<file path="src/rtl/key_conditioner_pkg.sv">
// Shared definitions for the key conditioner: per-key FSM state encoding,
// 12 MHz-derived default timing constants and counter sizing helpers.
package key_conditioner_pkg;

    // Per-key debounce / long-press FSM states.
    typedef enum logic [2:0] {
        ST_IDLE    = 3'd0,  // released, waiting for a raw press
        ST_ARM_P   = 3'd1,  // raw pressed, qualifying the press
        ST_PRESSED = 3'd2,  // accepted press, counting towards long-press
        ST_HELD    = 3'd3,  // long-press active, emitting repeat pulses
        ST_ARM_R   = 3'd4   // raw released, qualifying the release
    } key_state_e;

    localparam int STATE_W = 3;

    // Default timing derived from the 12 MHz system clock.
    localparam int CLK_HZ                = 12_000_000;
    localparam int DEF_DEBOUNCE_CYCLES   = CLK_HZ / 50;   // 20 ms
    localparam int DEF_HOLD_CYCLES       = CLK_HZ / 2;    // 0.5 s
    localparam int DEF_REPEAT_CYCLES     = CLK_HZ / 10;   // 100 ms

    // Largest of three cycle parameters.
    function automatic int max3(input int a, input int b, input int c);
        int m;
        m = a;
        if (b > m) m = b;
        if (c > m) m = c;
        return m;
    endfunction

    // One counter width shared by all three counters of a channel.
    function automatic int cnt_width(input int a, input int b, input int c);
        return $clog2(max3(a, b, c));
    endfunction

endpackage

</file>
<file path="src/rtl/key_conditioner_if.sv">
// Key bundle between the raw button pins and the game core. The master side
// drives the raw buttons and observes the conditioned outputs; the slave side
// is the conditioner itself. key_state exposes every channel's FSM state.
interface key_conditioner_if #(
    parameter int NUM_KEYS = 4
);
    import key_conditioner_pkg::*;

    logic [NUM_KEYS-1:0]              key_raw;
    logic [NUM_KEYS-1:0]              key_level;
    logic [NUM_KEYS-1:0]              key_press;
    logic [NUM_KEYS-1:0]              key_release;
    logic [NUM_KEYS-1:0]              key_hold;
    logic [NUM_KEYS-1:0]              key_repeat;
    logic [NUM_KEYS-1:0][STATE_W-1:0] key_state;

    modport master (
        output key_raw,
        input  key_level,
        input  key_press,
        input  key_release,
        input  key_hold,
        input  key_repeat,
        input  key_state
    );

    modport slave (
        input  key_raw,
        output key_level,
        output key_press,
        output key_release,
        output key_hold,
        output key_repeat,
        output key_state
    );

endinterface

</file>
<file path="src/rtl/key_conditioner_channel.sv">
// One key channel: 2-flop synchroniser, debounce FSM, long-press and
// auto-repeat counters. All outputs are registered.
module key_channel
    import key_conditioner_pkg::*;
#(
    parameter int DEBOUNCE_CYCLES = DEF_DEBOUNCE_CYCLES,
    parameter int HOLD_CYCLES     = DEF_HOLD_CYCLES,
    parameter int REPEAT_CYCLES   = DEF_REPEAT_CYCLES,
    parameter bit ACTIVE_LOW      = 1'b0
) (
    input  logic               clk,
    input  logic               reset,
    input  logic               key_raw_i,
    output logic               key_level_o,
    output logic               key_press_o,
    output logic               key_release_o,
    output logic               key_hold_o,
    output logic               key_repeat_o,
    output logic [STATE_W-1:0] state_o
);

    localparam int CNT_W = cnt_width(DEBOUNCE_CYCLES, HOLD_CYCLES, REPEAT_CYCLES);

    localparam logic [CNT_W-1:0] D_LIM = CNT_W'(DEBOUNCE_CYCLES - 1);
    localparam logic [CNT_W-1:0] H_LIM = CNT_W'(HOLD_CYCLES - 1);
    localparam logic [CNT_W-1:0] R_LIM = CNT_W'(REPEAT_CYCLES - 1);

    // Counters stop at all-ones instead of wrapping.
    function automatic logic [CNT_W-1:0] sat_inc(input logic [CNT_W-1:0] v);
        return (v == {CNT_W{1'b1}}) ? v : v + 1'b1;
    endfunction

    logic       s1_q, s1_d;
    logic       s2_q, s2_d;
    key_state_e state_q, state_d;
    logic [CNT_W-1:0] dcnt_q, dcnt_d;
    logic [CNT_W-1:0] hcnt_q, hcnt_d;
    logic [CNT_W-1:0] rcnt_q, rcnt_d;
    logic level_q,   level_d;
    logic press_q,   press_d;
    logic release_q, release_d;
    logic hold_q,    hold_d;
    logic repeat_q,  repeat_d;

    // State register: reset returns to released level, IDLE, zero counters and quiet outputs.
    always_ff @(posedge clk) begin
        if (reset) begin
            s1_q      <= 1'b0;
            s2_q      <= 1'b0;
            state_q   <= ST_IDLE;
            dcnt_q    <= '0;
            hcnt_q    <= '0;
            rcnt_q    <= '0;
            level_q   <= 1'b0;
            press_q   <= 1'b0;
            release_q <= 1'b0;
            hold_q    <= 1'b0;
            repeat_q  <= 1'b0;
        end else begin
            s1_q      <= s1_d;
            s2_q      <= s2_d;
            state_q   <= state_d;
            dcnt_q    <= dcnt_d;
            hcnt_q    <= hcnt_d;
            rcnt_q    <= rcnt_d;
            level_q   <= level_d;
            press_q   <= press_d;
            release_q <= release_d;
            hold_q    <= hold_d;
            repeat_q  <= repeat_d;
        end
    end

    // Synchroniser, next-state and output logic; the FSM only ever looks at s2.
    always_comb begin
        s1_d      = key_raw_i ^ ACTIVE_LOW;
        s2_d      = s1_q;
        state_d   = state_q;
        dcnt_d    = dcnt_q;
        hcnt_d    = hcnt_q;
        rcnt_d    = rcnt_q;
        level_d   = level_q;
        hold_d    = hold_q;
        press_d   = 1'b0;
        release_d = 1'b0;
        repeat_d  = 1'b0;

        case (state_q)
            ST_IDLE: begin
                if (s2_q) begin
                    state_d = ST_ARM_P;
                    dcnt_d  = '0;
                end
            end

            // The incremented count is tested so the press lands exactly
            // DEBOUNCE_CYCLES+2 edges after the raw change.
            ST_ARM_P: begin
                if (!s2_q) begin
                    state_d = ST_IDLE;
                end else begin
                    dcnt_d = sat_inc(dcnt_q);
                    if (dcnt_d == D_LIM) begin
                        state_d = ST_PRESSED;
                        level_d = 1'b1;
                        press_d = 1'b1;
                        hcnt_d  = '0;
                    end
                end
            end

            // Long-press fires HOLD_CYCLES edges after the press edge.
            ST_PRESSED: begin
                if (!s2_q) begin
                    state_d = ST_ARM_R;
                    dcnt_d  = '0;
                end else if (hcnt_q == H_LIM) begin
                    state_d = ST_HELD;
                    hold_d  = 1'b1;
                    rcnt_d  = '0;
                end else begin
                    hcnt_d = sat_inc(hcnt_q);
                end
            end

            // Repeat every REPEAT_CYCLES edges; the entry edge itself is quiet.
            ST_HELD: begin
                if (!s2_q) begin
                    state_d = ST_ARM_R;
                    dcnt_d  = '0;
                end else if (rcnt_q == R_LIM) begin
                    repeat_d = 1'b1;
                    rcnt_d   = '0;
                end else begin
                    rcnt_d = sat_inc(rcnt_q);
                end
            end

            // Level stays high while a release is being qualified; a bounce
            // back resumes the previous state with hold/repeat counts intact.
            ST_ARM_R: begin
                if (s2_q) begin
                    state_d = hold_q ? ST_HELD : ST_PRESSED;
                end else begin
                    dcnt_d = sat_inc(dcnt_q);
                    if (dcnt_d == D_LIM) begin
                        state_d   = ST_IDLE;
                        level_d   = 1'b0;
                        hold_d    = 1'b0;
                        release_d = 1'b1;
                    end
                end
            end

            default: begin
                state_d = ST_IDLE;
            end
        endcase
    end

    assign key_level_o   = level_q;
    assign key_press_o   = press_q;
    assign key_release_o = release_q;
    assign key_hold_o    = hold_q;
    assign key_repeat_o  = repeat_q;
    assign state_o       = state_q;

endmodule

</file>
<file path="src/rtl/key_conditioner.sv">
// Push-button conditioner: NUM_KEYS independent debounced channels with
// press/release pulses, long-press flag and auto-repeat, all on clk_12MHz.
module key_conditioner
    import key_conditioner_pkg::*;
#(
    parameter int NUM_KEYS        = 4,
    parameter int DEBOUNCE_CYCLES = DEF_DEBOUNCE_CYCLES,
    parameter int HOLD_CYCLES     = DEF_HOLD_CYCLES,
    parameter int REPEAT_CYCLES   = DEF_REPEAT_CYCLES,
    parameter int ACTIVE_LOW      = 0
) (
    input  logic              clk_12MHz,
    input  logic              reset,
    key_conditioner_if.slave  kif
);

    // Timing parameters below 2 leave no room for a qualify window.
    if (DEBOUNCE_CYCLES < 2 || HOLD_CYCLES < 2 || REPEAT_CYCLES < 2) begin : g_bad_cycles
        $error("key_conditioner: DEBOUNCE/HOLD/REPEAT_CYCLES must all be >= 2");
    end

    if (NUM_KEYS < 1) begin : g_bad_keys
        $error("key_conditioner: NUM_KEYS must be >= 1");
    end

    logic [NUM_KEYS-1:0]              level_w;
    logic [NUM_KEYS-1:0]              press_w;
    logic [NUM_KEYS-1:0]              release_w;
    logic [NUM_KEYS-1:0]              hold_w;
    logic [NUM_KEYS-1:0]              repeat_w;
    logic [NUM_KEYS-1:0][STATE_W-1:0] state_w;

    for (genvar i = 0; i < NUM_KEYS; i++) begin : g_key
        key_channel #(
            .DEBOUNCE_CYCLES (DEBOUNCE_CYCLES),
            .HOLD_CYCLES     (HOLD_CYCLES),
            .REPEAT_CYCLES   (REPEAT_CYCLES),
            .ACTIVE_LOW      (ACTIVE_LOW != 0)
        ) u_channel (
            .clk           (clk_12MHz),
            .reset         (reset),
            .key_raw_i     (kif.key_raw[i]),
            .key_level_o   (level_w[i]),
            .key_press_o   (press_w[i]),
            .key_release_o (release_w[i]),
            .key_hold_o    (hold_w[i]),
            .key_repeat_o  (repeat_w[i]),
            .state_o       (state_w[i])
        );
    end

    assign kif.key_level   = level_w;
    assign kif.key_press   = press_w;
    assign kif.key_release = release_w;
    assign kif.key_hold    = hold_w;
    assign kif.key_repeat  = repeat_w;
    assign kif.key_state   = state_w;

endmodule

</file>
<file path="src/flat_wrapper.sv">
// flat-port wrapper written by rule: the top's interface ports become plain ports
module key_conditioner_flat import key_conditioner_pkg::*;
#(
    parameter int NUM_KEYS        = 4,
    parameter int DEBOUNCE_CYCLES = DEF_DEBOUNCE_CYCLES,
    parameter int HOLD_CYCLES     = DEF_HOLD_CYCLES,
    parameter int REPEAT_CYCLES   = DEF_REPEAT_CYCLES,
    parameter int ACTIVE_LOW      = 0
)
  (clk_12MHz, reset, kif_key_raw, kif_key_level, kif_key_press, kif_key_release, kif_key_hold, kif_key_repeat, kif_key_state);
  key_conditioner_if #(.NUM_KEYS(NUM_KEYS)) kif_i ();
  input  logic clk_12MHz;
  input  logic reset;
  input wire logic [$bits(kif_i.key_raw)-1:0] kif_key_raw;
  output wire logic [$bits(kif_i.key_level)-1:0] kif_key_level;
  output wire logic [$bits(kif_i.key_press)-1:0] kif_key_press;
  output wire logic [$bits(kif_i.key_release)-1:0] kif_key_release;
  output wire logic [$bits(kif_i.key_hold)-1:0] kif_key_hold;
  output wire logic [$bits(kif_i.key_repeat)-1:0] kif_key_repeat;
  output wire logic [$bits(kif_i.key_state)-1:0] kif_key_state;
  assign kif_i.key_raw = kif_key_raw;
  assign kif_key_level = kif_i.key_level;
  assign kif_key_press = kif_i.key_press;
  assign kif_key_release = kif_i.key_release;
  assign kif_key_hold = kif_i.key_hold;
  assign kif_key_repeat = kif_i.key_repeat;
  assign kif_key_state = kif_i.key_state;
  key_conditioner #(.NUM_KEYS(NUM_KEYS), .DEBOUNCE_CYCLES(DEBOUNCE_CYCLES), .HOLD_CYCLES(HOLD_CYCLES), .REPEAT_CYCLES(REPEAT_CYCLES), .ACTIVE_LOW(ACTIVE_LOW)) u_core (.clk_12MHz(clk_12MHz), .reset(reset), .kif(kif_i));
endmodule
</file>
<file path="config.mk">
export PLATFORM = sky130hd
export DESIGN_NAME = key_conditioner_flat
export DESIGN_NICKNAME = d
export VERILOG_FILES = /design/src/rtl/key_conditioner_pkg.sv /design/src/rtl/key_conditioner_if.sv /design/src/rtl/key_conditioner_channel.sv /design/src/rtl/key_conditioner.sv /design/src/flat_wrapper.sv
export SDC_FILE = /design/constraint.sdc
export NUM_CORES = 1
export LEC_CHECK = 0
export CELL_PAD_IN_SITES_DETAIL_PLACEMENT = 0
export CELL_PAD_IN_SITES_GLOBAL_PLACEMENT = 1
export CORE_AREA = 5 5 212 214
export CTS_CLUSTER_SIZE = 28
export DETAILED_ROUTE_END_ITERATION = 8
export DIE_AREA = 0 0 217 219
export PLACE_DENSITY = 0.77
export SLEW_MARGIN = 20
export SYNTH_ARGS = -nofsm -noshare
export SYNTH_HDL_FRONTEND = slang
export SYNTH_SLANG_ARGS = --single-unit
</file>
<file path="constraint.sdc">
create_clock -name clk_12MHz -period 3.01 [get_ports clk_12MHz]
set_clock_uncertainty 0.05 [all_clocks]
set_input_delay 0.301 -clock clk_12MHz [delete_from_list [all_inputs] [get_ports clk_12MHz]]
set_output_delay 0.301 -clock clk_12MHz [all_outputs]
set_load 0.02 [all_outputs]
</file>
**After elaboration in Yosys (flattened, before gate mapping)**

Index checks and enable logic that the tools add are counted.

- Memories kept: 0
- Flip-flop bits (word level): 316
- Output and inout port bits: 32
- Bits in latches: 0
- ROM bits: 0
- Input port bits: 6
- Logic and storage cells: 392
- RAM bits: 0

- Multiplexer cells: 152
- Multiply operators: 0
- Divide/modulo/power cells: 0
- Bitwise operators: 16
- Shift operators: 0
- Reduce and logical (&&, ||, !) cells: 64
- Add/subtract/negate cells: 12
- Order comparisons: 0
- Equal/unequal tests: 104

Operators by type and width:

| cell | number |
|---|---|
| 23-bit 2-to-1 mux | 60 |
| 23-bit equality test (second input constant) | 16 |
| 23-bit case mux with 2 select lines | 8 |
| 23-bit case mux with 4 select lines | 4 |
| 23-bit by 1-bit adder with 23-bit output (second input constant) | 12 |
| 5-bit AND reduction | 20 |
| 3-bit 2-to-1 mux | 32 |
| 2-bit != test (second input constant) | 48 |
| 23-bit by 18-bit equality test with 1-bit output (second input constant) | 4 |
| 23-bit by 21-bit equality test with 1-bit output (second input constant) | 4 |
| 3-bit case mux with 5 select lines | 4 |
| 3-bit != test (second input constant) | 16 |
| 1-bit 2-to-1 mux | 36 |
| 3-bit OR reduction | 12 |
| 2-bit nonzero test | 16 |
| 3-bit by 2-bit equality test with 1-bit output (second input constant) | 8 |
| 6-bit AND reduction | 4 |
| 1-bit NOT | 16 |
| 1-bit case mux with 2 select lines | 8 |
| 4-bit nonzero test | 4 |
| 3-bit by 1-bit equality test with 1-bit output (second input constant) | 4 |
| 3-bit equality test (second input constant) | 4 |
| 3-bit logical NOT | 4 |
| 2-bit OR reduction | 4 |

**Logic depth before layout (Yosys ltp)**

Gate-level depths: netlist of the first run.

- Depth after elaboration: 6
- Depth in mapped cells: 12
- Depth with buffers taken out: 9

**Cells and area by module**

A second synthesis of the first run with hierarchy kept.

- Cell total of the unflattened synthesis: 2300
- Area total of the unflattened synthesis: 18330.1 um^2

By module, submodules not included:

| module | cells each | area each (um^2) | instances | sequential area each (um^2) |
|---|---|---|---|---|
| key_channel (u_core.g_key[0].u_channel ...) | 570 | 4624.4 | 3 | 1581.5 |
| key_channel (u_core.g_key[3].u_channel) | 590 | 4456.8 | 1 | 1581.5 |

**Worst setup path after synthesis of the first run**

No wires, ideal clock.

- Path type: reg2reg
- Start: reg u_core.g_key[0].u_channel.dcnt_q[0]
- End: reg u_core.g_key[0].u_channel.hcnt_q[1]
- Setup slack: 0.177 ns
- Arrival time: 2.666 ns
- Library setup time: 0.116 ns
- Stages on the path, launching flop included: 11
- Cells stage by stage: dfxtp_1 -> ha_1 -> and3_1 -> clkbuf_2 -> nand4_1 -> xor2_1 -> nor3_1 -> nand4bb_1 -> or4_1 -> and4_1 -> a41o_1

- Word-level cells in the longest chain between the ends: 5
- Elaborated cells between the ends (all ways): 6
- Those cells by class: add/sub: 1; eq/ne: 3; mux: 1; reduce/logical: 1

RTL lines:

| what | line | source |
|---|---|---|
| start: declaration | key_conditioner_channel.sv:36 | `logic [CNT_W-1:0] dcnt_q, dcnt_d;` |
| start signal: assignment | key_conditioner_channel.sv:63 | `dcnt_q <= dcnt_d;` |
| 23-bit by 1-bit adder with 23-bit output or 23-bit equality test (tied branches) | key_conditioner_channel.sv:30 | `return (v == {CNT_W{1'b1}}) ? v : v + 1'b1;` |
| 23-bit 2-to-1 mux (*) | key_conditioner_channel.sv:30 |  |
| 23-bit by 18-bit equality test with 1-bit output (*) | key_conditioner_channel.sv:103 | `if (dcnt_d == D_LIM) begin` |
| 2-bit != test (no line) (*) | n/a |  |
| 6-bit AND reduction (no line) (*) | n/a |  |
| end signal: assignment | key_conditioner_channel.sv:64 | `hcnt_q <= hcnt_d;` |
| end: declaration | key_conditioner_channel.sv:37 | `logic [CNT_W-1:0] hcnt_q, hcnt_d;` |

Mark *: on every way between the ends. The rest lies on a longest branch, timed or not.
A chain may end at the register's enable or synchronous reset.

**Worst setup path after layout of the first run**

- Start: reg u_core.g_key[1].u_channel.dcnt_q[1]
- End: reg u_core.g_key[1].u_channel.hcnt_q[0]

- Word-level cells in the longest chain between the ends: 5
- Elaborated cells between the ends (all ways): 6
- Those cells by class: add/sub: 1; eq/ne: 3; mux: 1; reduce/logical: 1

RTL lines:

| what | line |
|---|---|
| start: declaration | key_conditioner_channel.sv:36 |
| start signal: assignment | key_conditioner_channel.sv:63 |
| 23-bit by 1-bit adder with 23-bit output or 23-bit equality test (tied branches) | key_conditioner_channel.sv:30 |
| 23-bit 2-to-1 mux (*) | key_conditioner_channel.sv:30 |
| 23-bit by 18-bit equality test with 1-bit output (*) | key_conditioner_channel.sv:103 |
| 2-bit != test (no line) (*) | n/a |
| 6-bit AND reduction (no line) (*) | n/a |
| end signal: assignment | key_conditioner_channel.sv:64 |
| end: declaration | key_conditioner_channel.sv:37 |

Marks and branches as above.

==> impl_metrics.ini, run 1 <==
[sta]
fin_ws_ps = 93.3
fin_crit_ps = 2920
slew_violations = 0
max_slew_margin = 0.415
holdWs_ps = 74.3
tightest_slew_ps = 876
period_share = 0.969
setup_viol = 0
fmax_ghz = 0.343
hold_viol_final = 0

[placed_design]
dp_hpwl_um = 33000
place_congestion = 0.907
io_buffers = 37
placed_area_mm2 = 0.0193
pre_cts_slack_ps = -19.3

[setup_path]
crit_required_ps = 3470
critPathKind = flop to flop
reg2reg_from = u_core.g_key[1].u_channel.dcnt_q[1]
r2r_cells = 13
critPathMaxFanout = 19
cp-end-kind = flop
timing.rr.end = u_core.g_key[1].u_channel.hcnt_q[0]
start_kind = flop
arrival_ps = 3370
reg2reg_slack_ps = 90

[synthesis]
ys_types = 84
synth-async-reset-ratio = 0
synth_seq_area_share = 0.350
ys.flop_type = dfxtp_1
ys_warn_count = 0
netlist_area_mm2 = 0.0181
synth_edf_count = 0
synthCells = 2405
syn_avg_cell_area_um2 = 7.52
synth_nets = 2423
ys_seq_elements = 316

[clock_tree]
clockRootBuffer = clkbuf_16
cts_num_sinks = 316
htree_levels = 2
clock_latency_ps = 570
cts-buffers-inserted = 40
clock_path_buffers = 3
path_clk_slew_ps = 60
cts_tree = yes

[min_path]
hold_path_end = u_core.g_key[1].u_channel.dcnt_q[19]
holdPathStages = 2
min-delay-start = reset
min_path_type = input pin to flop

[floorplan]
core_area_mm2 = 0.0427
initial_core_util = 0.423
ioPinCount = 38
row_count = 76
die_area_mm2 = 0.0475
fp.dieW_um = 217
dieHeight_um = 219

[grt]
grt_pass1_vias = 16800
grt_pass1_wl_um = 83000
grt_remaining_overflow = 0
grt_max_degree = 55
track_usage = 0.201
antenna_found_initial = 0

[finish]
seq_area_mm2 = 0.00633
most-common-layout-cells = dfxtp_1, nor2_1, nand2_1
multi_input_area_mm2 = 0.0110
final_util = 0.487
drive_gt1_frac = 0.0987
area_delta_synth_final_pct = 15.0
fill_cells = 4222
final_common_cell = dfxtp_1
final_cell_area_mm2 = 0.0208
fin_nets = 2460
antennaDiodeCount = 0

[detailed_routing]
drc_errors = 0
first_pass_iters = 5
vias = 17900
ant_nets = 0
via_per_inst = 5.93
wl_per_cell_um = 16.2
drt-initial-drc-count = 1109
routed_wl_um = 49000

[power]
p_leak_nw = 6.97
power_switching_w = 0.00220
p_int_w = 0.00708
seqPwrFrac = 0.457
pwr-share-comb = 0.030
p_per_area_mw_per_mm2 = 446
ir_drop_uv = 364
swShare = 0.237
pwr-share-clk = 0.514

[outcome]
status = completed

[flow_run]
cap_viol_max_count = 0
## stage by stage
stage | std cells | total power, W | TNS, ps
CTS | 3015 | 0.00943 | 0
global placement | 2944 | 0.00460 | 0
global route | 3017 | 0.00963 | -35.1
floorplan | 2405 | 0.00449 | 0
finish | 3017 | 0.00928 | 0
detailed placement | 2944 | 0.00460 | -31.1
## cells in the mapped netlist, types with 7 or more instances
cell      instances  area share
nor2_1          284       0.059
a211o_1           8      0.0039
inv_1            41      0.0085
ha_1             12      0.0083
a21o_1           28       0.012
nand2b_1         13      0.0045
buf_2            18      0.0050
a31oi_1          42       0.015
a311oi_1         25       0.012
nand4b_1          9      0.0044
and3_1           59       0.020
a21boi_0          8      0.0033
o21ai_0         176       0.049
buf_4            21      0.0087
or2_2            12      0.0042
a21oi_1         190       0.053
dfxtp_1         316        0.35
or3_1            22      0.0076
nor4bb_1          8      0.0044
o31ai_1          21      0.0087
nand3_1         147       0.041
a22oi_1           7      0.0029
and4_1           33       0.016
or4_1            13      0.0054
nand3b_1         11      0.0046
nand2_1         232       0.048
nor3_1          104       0.029
nor4_1           43       0.015
a41oi_1          21       0.010
clkbuf_1        115       0.024
and2_1           19      0.0066
o211ai_1         10      0.0042
nand4_1          70       0.024
xor2_1           54       0.026
o21a_1           13      0.0054
nor2b_1          21      0.0073
nor4b_1          13      0.0063
a211oi_1         17      0.0071
xnor2_1          48       0.023
## flip-flops by register name (all words and copies together), names as in the netlist
| signal | count |
|---|---|
| u_core.g_key.u_channel.key_release_o | 4 |
| u_core.g_key.u_channel.state_o | 12 |
| u_core.g_key.u_channel.key_hold_o | 4 |
| u_core.g_key.u_channel.s1_q | 4 |
| u_core.g_key.u_channel.key_press_o | 4 |
| u_core.g_key.u_channel.key_level_o | 4 |
| u_core.g_key.u_channel.rcnt_q | 92 |
| u_core.g_key.u_channel.s2_q | 4 |
| u_core.g_key.u_channel.key_repeat_o | 4 |
| u_core.g_key.u_channel.dcnt_q | 92 |
| u_core.g_key.u_channel.hcnt_q | 92 |
## metal layers
metal | wire [µm] | share of wire | up-vias | GRT usage
met2 | 22900 | 0.47 | 369 | 0.334
met3 | 2090 | 0.043 | 90 | 0.0283
met4 | 1110 | 0.023 | 0 | 0.0645
met5 | 0 | 0 | - | 0
li1 | - | - | 8890 | -
met1 | 22900 | 0.47 | 8546 | 0.271
## worst max-delay path by stage
stage / from / to / cells past startpoint
after floorplan: u_core.g_key[0].u_channel.dcnt_q[0] / u_core.g_key[0].u_channel.hcnt_q[1] / 10
after global placement: u_core.g_key[2].u_channel.dcnt_q[0] / u_core.g_key[2].u_channel.hcnt_q[7] / 10
after detailed placement: u_core.g_key[2].u_channel.dcnt_q[0] / u_core.g_key[2].u_channel.state_o[0] / 9
after CTS: u_core.g_key[1].u_channel.dcnt_q[1] / u_core.g_key[1].u_channel.hcnt_q[18] / 9
after global routing: u_core.g_key[1].u_channel.dcnt_q[1] / u_core.g_key[1].u_channel.hcnt_q[20] / 13
final: u_core.g_key[1].u_channel.dcnt_q[1] / u_core.g_key[1].u_channel.hcnt_q[0] / 13
## power by group through the flow
stage,Combinational [W],Clock (W),Sequential (W)
after floorplan,0.000183,0,0.00431
after global placement,0.000274,0,0.00433
after detailed placement,0.000277,0,0.00433
after CTS,0.000278,0.00492,0.00423
after global routing,0.000302,0.00509,0.00424
final,0.000275,0.00477,0.00424
## logic make-up after synthesis
group / after synthesis / share of synthesized area
AOI/OAI and AO/OA: 622 / 0.215
xor gates and xnor gates: 102 / 0.0494
adders and majority gates: 12 / 0.00830
buffers and inverters: 205 / 0.0492
DFF: 316 / 0.350
muxes: 6 / 0.00339
and+or+nand+nor: 1142 / 0.325
## layout make-up
type,count,area share
Multi-Input combinational cell,1884,0.530
Sequential cell,316,0.305
Timing Repair Buffer,158,0.0634
Clock buffer,55,0.0538
Tap cell,546,0.0329
Clock inverter,16,0.00831
Inverter,42,0.00758
## critical path, cell delays in order, from the launching register on
cell	delay (ps)
dfxtp_1	400
ha_2	260
nand3_1	150
buf_4	190
nor4_4	240
buf_4	190
buf_4	140
nand3_1	160
a22oi_2	270
nor4_4	90
a21o_1	190
buf_12	160
mux2_2	260
nor2_1	90
## what timing repair did
| action | CTS | global route |
|---|---|---|
| gates resized for setup | 1 | 30 |
| buffers inserted | 0 | 2 |
| endpoints found under the setup margin | 19 | 74 |
| hold buffers | 0 | 0 |
| pin swaps | 0 | 3 |
(Power assumes the default switching activity.)
==> run 2, diff against run 1 <==
--- a/config.mk
+++ b/config.mk
@@ -5,13 +5,14 @@
 export SDC_FILE = /design/constraint.sdc
 export NUM_CORES = 1
 export LEC_CHECK = 0
+export ABC_AREA = 1
 export CELL_PAD_IN_SITES_DETAIL_PLACEMENT = 0
 export CELL_PAD_IN_SITES_GLOBAL_PLACEMENT = 1
-export CORE_AREA = 5 5 212 214
+export CORE_AREA = 5 5 234 236
 export CTS_CLUSTER_SIZE = 28
 export DETAILED_ROUTE_END_ITERATION = 8
-export DIE_AREA = 0 0 217 219
-export PLACE_DENSITY = 0.77
+export DIE_AREA = 0 0 239 241
+export PLACE_DENSITY = 0.76
 export SLEW_MARGIN = 20
 export SYNTH_ARGS = -nofsm -noshare
 export SYNTH_HDL_FRONTEND = slang
==> impl_metrics.ini, run 2 <==
[synthesis]
ys.flop_type = dfxtp_1
ys_types = 55
ys_warn_count = 0
syn_avg_cell_area_um2 = 5.97
yosys.area_share.simple = 0.456
synthCells = 3468
synth_top_area_share = 0.306
synth-async-reset-ratio = 0
synth_edf_count = 0
synth_mux_area_frac = 0
synthTopCellsByArea = dfxtp_1, nand2_1, nor2_1
netlist_area_mm2 = 0.0207
ys_seq_elements = 316
yosysMostFrequentCell = nand2_1
yosysTopAreaCell = dfxtp_1
synth_seq_area_share = 0.306
synth_xor_area_frac = 0.0275
synth_commonest_cells = nand2_1, nor2_1, inv_1
synth_compound_area_frac = 0.0940
synth_top_family_by_area = simple AND/OR/NAND/NOR gates
synth_nets = 3486
synthAdderAreaFrac = 0.00726

[setup_path]
start_kind = flop
r2r_cells = 17
critPathKind = flop to flop
crit_required_ps = 3410
cp-end-kind = flop
arrival_ps = 3190
critPathMaxFanout = 18

[placed_design]
placed_area_mm2 = 0.0218
dp_hpwl_um = 41000
place_congestion = 0.911
io_buffers = 37

[detailed_routing]
drc_errors = 0
wl_per_cell_um = 13.8
via_per_inst = 5.16
ant_nets = 0
drt-initial-drc-count = 1509
first_pass_iters = 7
vias = 21800
routed_wl_um = 58000

[floorplan]
row_count = 84
die_area_mm2 = 0.0576
fp.dieW_um = 239
core_area_mm2 = 0.0522
dieHeight_um = 241
ioPinCount = 38
initial_core_util = 0.396

[sta]
rsz0062_at_grt = false
fin_crit_ps = 2790
fin_tns_setup_ps = 0
holdWs_ps = 222
period_share = 0.927
tightest_slew_ps = 823
hold_viol_final = 0
max_slew_margin = 0.451
fmax_ghz = 0.358
setup_viol = 0
slew_violations = 0

[finish]
fin_nets = 3518
final_cell_area_mm2 = 0.0234
final_common_cell = nand2_1
antennaDiodeCount = 0
most-common-layout-cells = nand2_1, nor2_1, inv_1
reg_top3 = u_core.g_key.u_channel.dcnt_q: 92 flops, u_core.g_key.u_channel.hcnt_q: 92 flops, u_core.g_key.u_channel.rcnt_q: 92 flops
drive_gt1_frac = 0.0692
area_delta_synth_final_pct = 13.0
final_util = 0.447

[power]
pwr-share-clk = 0.309
p_int_w = 0.00964
swShare = 0.396
seqPwrFrac = 0.350
total_power_w = 0.0160
p_leak_nw = 8.98
p_per_area_mw_per_mm2 = 683
power_switching_w = 0.00631
ir_drop_uv = 424
pwr-share-comb = 0.342

[min_path]
min_path_type = input pin to flop
holdPathStages = 3

[clock_tree]
cts-buffers-inserted = 42
clock_path_buffers = 3
clockRootBuffer = clkbuf_16
clock_latency_ps = 560
htree_levels = 2
cts_num_sinks = 316
path_clk_slew_ps = 60
cts_tree = yes

[flow_run]
cap_viol_max_count = 0

[grt]
grt_remaining_overflow = 0
grt_pass1_vias = 20300
grt_max_degree = 72
track_usage = 0.197
grt_pass1_wl_um = 98100
antenna_found_initial = 0

[outcome]
status = completed
[run 2: cell types whose count changed after synthesis, moves of 24 or more]
cell	previous run	this run
a311oi_1	25	1
xnor2_1	48	8
a31oi_1	42	4
nand2_1	232	980
nor2_1	284	528
inv_1	41	420
and4_1	33	0
o21ai_0	176	108
clkbuf_1	115	72
nand4_1	70	123
and3_1	59	5
a21o_1	28	1
nand3_1	147	243
[run 2: cell families (layout without fill, tap and decap cells)]
logic type      Yosys count  count (layout)
xor+xnor                 65              65
flops                   316             316
compound gates          365             365
simple gates           2156            2159
fa+ha+maj                12              12
buf+inv                 554             608
[run 2: area by class of cell]
type | instances | area [µm²]
Fill cell | 5554 | 28900
Multi-Input combinational cell | 2601 | 12300
Sequential cell | 316 | 6330
Inverter | 428 | 1620
Clock buffer | 60 | 1270
Timing Repair Buffer | 111 | 958
Tap cell | 688 | 861
Clock inverter | 9 | 72.6
[run 2: timing repair]
item	4_1_cts	5_1_grt
setup buffers	0	2
hold buffers	1	0
endpoints found under the setup margin	33	98
resized for setup	4	25
hold endpoints to repair	1	0
gates cloned	1	2
pin swaps	1	4
[run 2: power groups by stage]
stage	Combinational (W)	Sequential [W]	Clock, W
after floorplan	0.00409	0.00548	0
final	0.00545	0.00558	0.00492
after detailed placement	0.00532	0.00563	0
after CTS	0.00537	0.00556	0.00512
after global routing	0.00622	0.00568	0.00527
after global placement	0.00521	0.00563	0
[run 2: per-stage QoR]
stage / cells / setup slack (ps)
4_1_cts: 4209 / 34.9
2_1_floorplan: 3468 / 581
3_5_place_dp: 4138 / -66.8
3_3_place_gp: 4138 / -16.1
6_report: 4213 / 219
5_1_grt: 4213 / 10.5
[run 2: layer usage]
metal	wire length (µm)	vias up	global-route usage
met4	1280	0	0.0553
met2	26500	493	0.333
met5	0	-	0
met1	27500	9956	0.266
met3	2650	93	0.0233
li1	-	11200	-
[run 2: path summary, 6_finish.rpt]
kind / startpoint / endpoint / slack (ps)
setup / recovery: u_core.g_key[0].u_channel.dcnt_q[0] / u_core.g_key[0].u_channel.hcnt_q[18] / 220
hold reg to reg: u_core.g_key[3].u_channel.s1_q / u_core.g_key[3].u_channel.s2_q / 360
hold / removal: kif_key_raw[1] / u_core.g_key[1].u_channel.s1_q / 220
setup reg to reg: u_core.g_key[0].u_channel.dcnt_q[0] / u_core.g_key[0].u_channel.hcnt_q[18] / 220
[run 2: critical path: stages (launching register included)]
cell,delay (ps)
dfxtp_2,380
ha_2,240
nand2_1,120
nor2_4,150
nand2_2,120
nor2_4,200
nand2_8,130
nand2_1,120
nand2_1,60
nor2_1,130
nand3b_1,120
nor2_2,160
nand2_2,120
nand2_8,160
buf_4,200
nand4_1,90
nand2_1,100
nor2_1,40
==> run 3, diff against run 2 <==
--- a/config.mk
+++ b/config.mk
@@ -6,13 +6,12 @@
 export NUM_CORES = 1
 export LEC_CHECK = 0
 export ABC_AREA = 1
-export CELL_PAD_IN_SITES_DETAIL_PLACEMENT = 0
-export CELL_PAD_IN_SITES_GLOBAL_PLACEMENT = 1
-export CORE_AREA = 5 5 234 236
+export CORE_AREA = 5 5 195 197
 export CTS_CLUSTER_SIZE = 28
 export DETAILED_ROUTE_END_ITERATION = 8
-export DIE_AREA = 0 0 239 241
-export PLACE_DENSITY = 0.76
+export DIE_AREA = 0 0 200 202
+export PLACE_DENSITY = 0.77
+export SETUP_SLACK_MARGIN = 0.05
 export SLEW_MARGIN = 20
 export SYNTH_ARGS = -nofsm -noshare
 export SYNTH_HDL_FRONTEND = slang
==> impl_metrics.ini, run 3 (synthesized netlist as in run 2, its figures left out) <==
[clock_tree]
path_clk_slew_ps = 60
cts_tree = yes
clockRootBuffer = clkbuf_16
clock_path_buffers = 3
htree_levels = 2
cts-buffers-inserted = 38
cts_num_sinks = 316
clock_latency_ps = 560

[placed_design]
dp_hpwl_um = 38000
io_buffers = 37
dp.cells = 3903
place_congestion = 0.954
pre_cts_slack_ps = 27.4

[sta]
fin_ws_ps = 254
period_share = 0.916
fmax_ghz = 0.363
hold_viol_final = 0
rsz0062_at_grt = true
tightest_slew_ps = 781
fin_crit_ps = 2760
setup_viol = 0
fin_tns_setup_ps = 0
slew_violations = 0
max_slew_margin = 0.475
holdWs_ps = 144

[detailed_routing]
drc_errors = 0
drt-initial-drc-count = 1590
vias = 22000
first_pass_iters = 6
wl_per_cell_um = 13.5
ant_nets = 0
via_per_inst = 5.52
routed_wl_um = 53700

[setup_path]
cp.depth = 16
arrival_ps = 3140
slowest_stage = dfxtp_1
crit_required_ps = 3400
cp_common_cell = nand2_1
crit_chain = nand2_1 -> nor2_4 -> nand2_1 -> nor2_1 -> nand2_1 -> nand2_1 -> nand3_1 -> nor2_1 -> nand2_1 -> nor2_1 -> nand2_2 -> nand2_4 -> buf_6 -> nand4_1 -> nand2_1 -> nor2_1
critPathKind = flop to flop
cp-end-kind = flop
r2r_cells = 16
cp.buffers_inverters = 1
slowest_delay_ps = 430
timing.rr.end = u_core.g_key[0].u_channel.hcnt_q[4]
critPathMaxFanout = 14
start_kind = flop
reg2reg_slack_ps = 250
path_delay_family = simple AND/OR/NAND/NOR gates
reg2reg_from = u_core.g_key[0].u_channel.dcnt_q[2]

[floorplan]
fp.dieW_um = 200
ioPinCount = 38
initial_core_util = 0.573
dieHeight_um = 202
row_count = 70
core_area_mm2 = 0.0361
die_area_mm2 = 0.0404

[finish]
drive_gt1_frac = 0.0677
fin_nets = 3503
final_common_cell = nand2_1
most-common-layout-cells = nand2_1, nor2_1, inv_1
final_cells = 3982
final_util = 0.638
area_delta_synth_final_pct = 11.3
reg_top3 = u_core.g_key.u_channel.dcnt_q: 92 flops, u_core.g_key.u_channel.hcnt_q: 92 flops, u_core.g_key.u_channel.rcnt_q: 92 flops
antennaDiodeCount = 0

[min_path]
hold_path_end = u_core.g_key[2].u_channel.hcnt_q[17]
min-delay-start = reset
holdPathStages = 4
min_path_type = input pin to flop

[outcome]
status = completed

[grt]
grt_remaining_overflow = 0
track_usage = 0.256
antenna_found_initial = 0
grt_max_degree = 64
grt_pass1_vias = 19900
grt_pass1_wl_um = 90600

[power]
p_leak_nw = 8.96
p_per_area_mw_per_mm2 = 695
ir_drop_uv = 527

[flow_run]
cap_viol_max_count = 0
[run 3: worst max-delay path by stage]
stage	start	to	slack, ps
floorplan	u_core.g_key[2].u_channel.dcnt_q[1]	u_core.g_key[2].u_channel.hcnt_q[10]	580
global placement	u_core.g_key[2].u_channel.dcnt_q[0]	u_core.g_key[2].u_channel.hcnt_q[13]	130
detailed placement	u_core.g_key[2].u_channel.dcnt_q[0]	u_core.g_key[2].u_channel.hcnt_q[9]	30
CTS	u_core.g_key[0].u_channel.dcnt_q[0]	u_core.g_key[0].u_channel.hcnt_q[8]	50
global route	u_core.g_key[0].u_channel.dcnt_q[1]	u_core.g_key[0].u_channel.hcnt_q[8]	30
finish	u_core.g_key[0].u_channel.dcnt_q[2]	u_core.g_key[0].u_channel.hcnt_q[4]	250
[run 3: per-layer routing]
layer	share of wire	GRT usage	up-vias
met2	0.46	0.418	718
met4	0.018	0.0607	0
met5	0	0	-
met1	0.46	0.356	9956
met3	0.068	0.0413	98
li1	-	-	11200
[run 3: timing repair]
item	CTS	global route
gates resized for setup	2	29
setup endpoints to repair	44	109
buffers inserted	0	8
gates cloned	1	1
pin swaps	1	0
hold buffers	0	0
[run 3: final cells by class]
class                           instances  area [µm²]
Sequential cell                       316        6330
Multi-Input combinational cell       2600       12200
Timing Repair Buffer                  101         875
Inverter                              428        1620
Tap cell                              468         586
Clock inverter                         17         249
Clock buffer                           52        1150
Fill cell                            3361       13100
[run 3: power breakdown]
group,internal (W),switching (W)
Clock,0.00319,0.00185
Sequential,0.00483,0.000760
Combinational,0.00181,0.00357
Total,0.00983,0.00618
[run 3: worst register-to-register path: stages, from the launching register on]
cell and delay, ps:
dfxtp_1 430, nand2_1 150, nor2_4 270, nand2_1 200, nor2_1 180, nand2_1 60, nand2_1 70, nand3_1 90
nor2_1 140, nand2_1 70, nor2_1 220, nand2_2 120, nand2_4 190, buf_6 200, nand4_1 100, nand2_1 90
nor2_1 40
[run 3: metrics by stage]
stage,total power (W),instance area (µm²)
after CTS,0.0160,22800
after global routing,0.0172,23000
after global placement,0.0107,21400
final,0.0160,23000
after detailed placement,0.0108,21400
after floorplan,0.00957,20700
